--- src/rtl/cmp_pkg.sv ---
// Shared types and sizing helpers for the iterative magnitude comparator.
package cmp_pkg;

    typedef enum logic {
        CMP_IDLE,
        CMP_COMPARE
    } cmp_state_t;

    // Number of DIGIT-wide slices in a WIDTH-bit operand.
    function automatic int unsigned num_digits(input int unsigned width,
                                               input int unsigned digit);
        return width / digit;
    endfunction

    // Digit counter width; never narrower than one bit.
    function automatic int unsigned cnt_width(input int unsigned n);
        return (n > 1) ? $clog2(n) : 1;
    endfunction

endpackage

--- src/rtl/digit_comparator.sv ---
// Combinational unsigned comparator for one DIGIT-bit slice.
module digit_comparator #(
    parameter int unsigned DIGIT = 4
) (
    input  logic [DIGIT-1:0] x,
    input  logic [DIGIT-1:0] y,
    output logic             gt,
    output logic             eq,
    output logic             lt
);

    // Single-slice magnitude relation.
    always_comb begin
        gt = (x > y);
        eq = (x == y);
        lt = (x < y);
    end

endmodule

--- src/rtl/seq_mag_comparator.sv ---
// Iterative MSB-first magnitude comparator, DIGIT bits per cycle, with
// start/done handshake and optional two's-complement mode.
module seq_mag_comparator
    import cmp_pkg::*;
#(
    parameter int unsigned WIDTH = 16,
    parameter int unsigned DIGIT = 4
) (
    input  logic             clk,
    input  logic             rst_n,
    input  logic             start,
    input  logic [WIDTH-1:0] a,
    input  logic [WIDTH-1:0] b,
    input  logic             is_signed,
    output logic             busy,
    output logic             done,
    output logic             greater,
    output logic             equal,
    output logic             less
);

    localparam int unsigned NUM_DIGITS = num_digits(WIDTH, DIGIT);
    localparam int unsigned CNT_W      = cnt_width(NUM_DIGITS);
    localparam logic [CNT_W-1:0] LAST_DIGIT = CNT_W'(NUM_DIGITS - 1);

    cmp_state_t       state_q, state_d;
    logic [WIDTH-1:0] a_sh_q, a_sh_d;
    logic [WIDTH-1:0] b_sh_q, b_sh_d;
    logic [CNT_W-1:0] cnt_q, cnt_d;
    logic             done_q, done_d;
    logic             gt_q, gt_d;
    logic             eq_q, eq_d;
    logic             lt_q, lt_d;

    logic dig_gt, dig_eq, dig_lt;

    digit_comparator #(
        .DIGIT (DIGIT)
    ) u_digit_cmp (
        .x  (a_sh_q[WIDTH-1 -: DIGIT]),
        .y  (b_sh_q[WIDTH-1 -: DIGIT]),
        .gt (dig_gt),
        .eq (dig_eq),
        .lt (dig_lt)
    );

    // Next-state, operand shifting and result update.
    always_comb begin
        state_d = state_q;
        a_sh_d  = a_sh_q;
        b_sh_d  = b_sh_q;
        cnt_d   = cnt_q;
        done_d  = 1'b0;
        gt_d    = gt_q;
        eq_d    = eq_q;
        lt_d    = lt_q;

        unique case (state_q)
            CMP_IDLE: begin
                if (start) begin
                    // Flipping the sign bit maps two's-complement onto
                    // offset-binary, so the unsigned digit compare holds.
                    a_sh_d              = a;
                    b_sh_d              = b;
                    a_sh_d[WIDTH-1]     = a[WIDTH-1] ^ is_signed;
                    b_sh_d[WIDTH-1]     = b[WIDTH-1] ^ is_signed;
                    cnt_d               = '0;
                    gt_d                = 1'b0;
                    eq_d                = 1'b0;
                    lt_d                = 1'b0;
                    state_d             = CMP_COMPARE;
                end
            end
            CMP_COMPARE: begin
                if (!dig_eq) begin
                    gt_d    = dig_gt;
                    lt_d    = dig_lt;
                    eq_d    = 1'b0;
                    done_d  = 1'b1;
                    state_d = CMP_IDLE;
                end else if (cnt_q == LAST_DIGIT) begin
                    eq_d    = 1'b1;
                    done_d  = 1'b1;
                    state_d = CMP_IDLE;
                end else begin
                    a_sh_d = a_sh_q << DIGIT;
                    b_sh_d = b_sh_q << DIGIT;
                    cnt_d  = cnt_q + CNT_W'(1);
                end
            end
            default: state_d = CMP_IDLE;
        endcase
    end

    // State, operand and result registers with asynchronous reset.
    always_ff @(posedge clk or negedge rst_n) begin
        if (!rst_n) begin
            state_q <= CMP_IDLE;
            a_sh_q  <= '0;
            b_sh_q  <= '0;
            cnt_q   <= '0;
            done_q  <= 1'b0;
            gt_q    <= 1'b0;
            eq_q    <= 1'b0;
            lt_q    <= 1'b0;
        end else begin
            state_q <= state_d;
            a_sh_q  <= a_sh_d;
            b_sh_q  <= b_sh_d;
            cnt_q   <= cnt_d;
            done_q  <= done_d;
            gt_q    <= gt_d;
            eq_q    <= eq_d;
            lt_q    <= lt_d;
        end
    end

    // busy is exactly the COMPARE state, so it drops on the decision edge.
    always_comb begin
        busy    = (state_q == CMP_COMPARE);
        done    = done_q;
        greater = gt_q;
        equal   = eq_q;
        less    = lt_q;
    end

endmodule
--- config.mk ---
export PLATFORM = sky130hd
export DESIGN_NAME = seq_mag_comparator
export DESIGN_NICKNAME = d
export VERILOG_FILES = /design/src/rtl/cmp_pkg.sv /design/src/rtl/digit_comparator.sv /design/src/rtl/seq_mag_comparator.sv
export SDC_FILE = /design/constraint.sdc
export NUM_CORES = 1
export LEC_CHECK = 0
export CORE_MARGIN = 5
export CORE_UTILIZATION = 33
export CTS_CLUSTER_DIAMETER = 30
export CTS_CLUSTER_SIZE = 14
export DETAILED_ROUTE_END_ITERATION = 8
export DONT_BUFFER_PORTS = 1
export GPL_ROUTABILITY_DRIVEN = 1
export SLEW_MARGIN = 40
export SYNTH_ARGS = -nofsm -noshare
export SYNTH_HDL_FRONTEND = slang
export SYNTH_SLANG_ARGS = --single-unit
--- constraint.sdc ---
create_clock -name clk -period 1.65 [get_ports clk]
set_input_delay 0.2475 -clock clk [delete_from_list [all_inputs] [get_ports clk]]
set_output_delay 0.2475 -clock clk [all_outputs]
set_load 0.02 [all_outputs]
==> metrics.md <==
| Metric | Value |
|---|---|
| Yosys reg bits | `39` |
| Worst setup SP type | `flip-flop` |
| # setup viols final | `0` |
| Max_slew headroom | `75.42%` |
| Worst flop-to-flop path endpoint | `greater` |
| Area contributors post-synth | `dfrtp_1 54%, o22ai_1 7.7%, a21oi_1 6.4%` |
| Core Footprint | `5205 µm²` |
| Hold path start | `b[3]` |
| Sequential fraction of the synthesis area | `54.36%` |
| Final GP Congestion | `0.6638` |
| Max-slew violations | `0` |
| Fillers | `534` |
| Period minus WS final | `1.582 ns` |
| Final hold vios | `0` |
| Internal Power | `2.538 mW` |
| Yosys top cell area share | `54.36%` |
| Largest net degree at the start of global routing | `40` |
| Initial cell density of the core | `34.50%` |
| Lkg Pwr | `0.9016 nW` |
| Hold Path End | `b_sh_q[3]` |
| Cell Chain, Critical Path | `inv_2 > ha_4 > nand2b_4 > a2111oi_4 > a21oi_2 > a32o_1` |
| Synth warn | `0` |
| Post-Syn Nets | `224` |
| Post-Syn Instances | `183` |
| Crit path largest cell delay | `0.38 ns` |
| Total power | `3.890 mW` |
| Initial antenna violation count | `0` |
| Unrepaired setup endpoints after global routing | `true` |
| Count of input and output buffers | `0` |
| Max Cap Viol | `0` |
| Row cnt | `26` |
| Switching power | `1.352 mW` |
| Status | `complete, no violations` |
| FMAX | `0.6321 GHz` |
| Slowest cell on crit path | `dfrtp_1` |
| Gate power share | `36.8%` |
| Antenna-violating nets left | `0` |
| Vias per cell | `5.012` |
| Most used DFF post-synth | `dfrtp_1` |
| Async SR Flop Fraction | `100.0%` |
| Worst skew pair latency | `0.29 ns` |
| # diodes | `0` |
| Worst-Margin Slew | `0.3687 ns` |
| Critical Path RT | `1.83 ns` |
| Crit. End Element | `flip-flop` |
| Hold Path Depth | `2` |
| Via count | `1288` |
| Hold Path Class | `input port to flip-flop` |
| Routed WL per cell | `15.36 µm` |
| Initial DRC count | `91` |
| Post-synth EDFFs | `0` |
| Mapped cell area | `1795 µm²` |
| DRC | `0` |
| Power Dens Cells | `1871 nW/µm²` |
| Clock share of power | `20.4%` |
| Pre-antenna DRT Iters | `4` |
| Die height | `83.76 µm` |
| Die Span X | `83.76 µm` |
| Crit Path Max Fanout | `2` |
| R2R cell count | `6` |
| Syn avg cell area | `9.811 µm²` |
| Vias in the first global route | `1275` |
| Final Skew | `0.004007 ns` |
| CTS root buffer | `clkbuf_8` |
| CTS buffer count | `5` |
| CP Data Arrival Time | `1.76 ns` |
| CTS HTree Levels | `2` |
| Largest area contributor in the netlist | `dfrtp_1` |
| GR Overflow Total | `0` |
| Share of post-route cells with drive strength above 1 | `14.44%` |
| Die area | `7016 µm²` |
| Most common cell in the netlist | `dfrtp_1` |
| HPWL after DPL | `2611 µm` |
| CTS tree | `yes` |
| Tot GR Track Use | `11.62%` |
| Utilization after layout | `39.95%` |
| Reg clk slew, reported paths | `0.08 ns` |
| First-pass GRT wire length | `6534 µm` |
| Worst reg2reg startpoint | `a_sh_q[12]` |
| Netlist cell types | `26` |
| Ports | `41` |
| Crit Path Class | `flip-flop to flip-flop` |
| FF-to-FF setup slack | `0.07 ns` |
| Layout Nets | `227` |
| Net Sw Frac | `34.76%` |
| Clock Path Buffers | `2` |
| Final WL | `3947 µm` |
| Worst VDD drop | `0.8286 mV` |
| Sequential share of power | `42.8%` |
| Synthesis-to-finish area growth | `15.82%` |
| Synth top cells by count | `39 x dfrtp_1, 23 x a21oi_1, 22 x nand2_1, 22 x o22ai_1, 21 x nor2_1` |
| Clock sinks | `39` |
| Ratio of final minimum period to clock period | `95.88%` |
-- logic make-up (layout without fill, tap and decap cells) --
logic type                 Yosys count  count (layout)  synth area share (%)
and+or+nand+nor                     56              56                 13.80
buffers and inverters               22              26                 7.456
xor gates and xnor gates             2               2                0.9758
muxes                                1               1                0.5575
DFF                                 39              39                 54.36
adders and majority gates            5               5                 3.484
AOI/OAI and AO/OA                   58              58                 19.37
-- area by class of cell --
cell class / instances / area (µm²) / area share [%]
Clock buffer: 5 / 68.82 / 3.309
Clock inverter: 3 / 43.79 / 2.106
Inverter: 8 / 30.03 / 1.444
Multi-Input combinational cell: 122 / 745.7 / 35.86
Sequential cell: 39 / 975.9 / 46.93
Tap cell: 70 / 87.58 / 4.212
Timing Repair Buffer: 10 / 127.6 / 6.137
-- worst max path at each step --
stage / start / end / cells past startpoint
detailed placement: a_sh_q[12] / greater / 6
floorplan: a_sh_q[15] / a_sh_q[15] / 6
finish: a_sh_q[12] / greater / 6
global placement: a_sh_q[15] / b_sh_q[15] / 5
global route: a_sh_q[12] / greater / 6
CTS: a_sh_q[12] / greater / 6
-- worst max-delay path, delay by kind of cell, from the launching register on --
family          cells  cell delay (ns)
compound gates      3             0.67
fa+ha+maj           1             0.21
buf+inv             1             0.08
flops               1             0.38
simple gates        1             0.14
-- sequential cells by signal, indices dropped and copies added, names as in the netlist --
name / count
greater: 1
equal: 1
a_sh_q: 16
b_sh_q: 16
done: 1
busy: 1
less: 1
cnt_q: 2
-- power groups by stage --
stage               sequential (mW)  clock (mW)  combinational, mW
finish                         1.66       0.793               1.43
global route                   1.72       0.872               1.60
CTS                            1.65       0.831               1.23
detailed placement             1.67           0               1.19
global placement               1.66           0               1.17
floorplan                      1.60           0               1.00
-- per-stage QoR --
step                std cells  cell area, µm²   TNS [ns]  hold slack (ns)  setup WS (ns)
floorplan                 183            1795          0         -0.04809        0.09781
global placement          246            1872          0         -0.04690        0.05219
detailed placement        246            1872   -0.02379         -0.04678       -0.02379
CTS                       256            2014          0          0.05307        0.01598
global route              257            2079  -0.004641          0.04598      -0.004516
finish                    257            2079          0          0.06429        0.06796
-- routing by layer --
layer  routed length, µm  vias to the layer above  track usage, %  part of all wire (%)
met4                  42                        0           4.386                   1.1
li1                    -                      649               -                     -
met3                 354                        5           5.133                   9.0
met1                1801                      591           16.39                    46
met2                1747                       43           15.47                    44
met5                   0                        -               0                     0
-- layout by cell type, fill, tap and decap left out, drive strengths merged --
master        n
dfrtp        39
a21oi        23
nand2        22
o22ai        22
nor2         21
buf           9
inv           8
nand3         8
clkbuf        5
ha            5
a31oi         4
nand2b        3
o21ai         3
xor2          2
a22oi         2
clkinv        2
and4          1
a21boi        1
and3          1
mux2i         1
a2111oi       1
a32o          1
o211ai        1
bufinv        1
dlygate4sd3   1
-- what timing repair did --
item / CTS / global route
resized for setup: 0 / 9
hold buffers: 2 / 0
buffers inserted: 0 / 1
endpoints found under the setup margin: 1 / 15
endpoints found under the hold margin: 39 / 0
pin swaps: 1 / 1
Power figures use the tool's default switching activity.
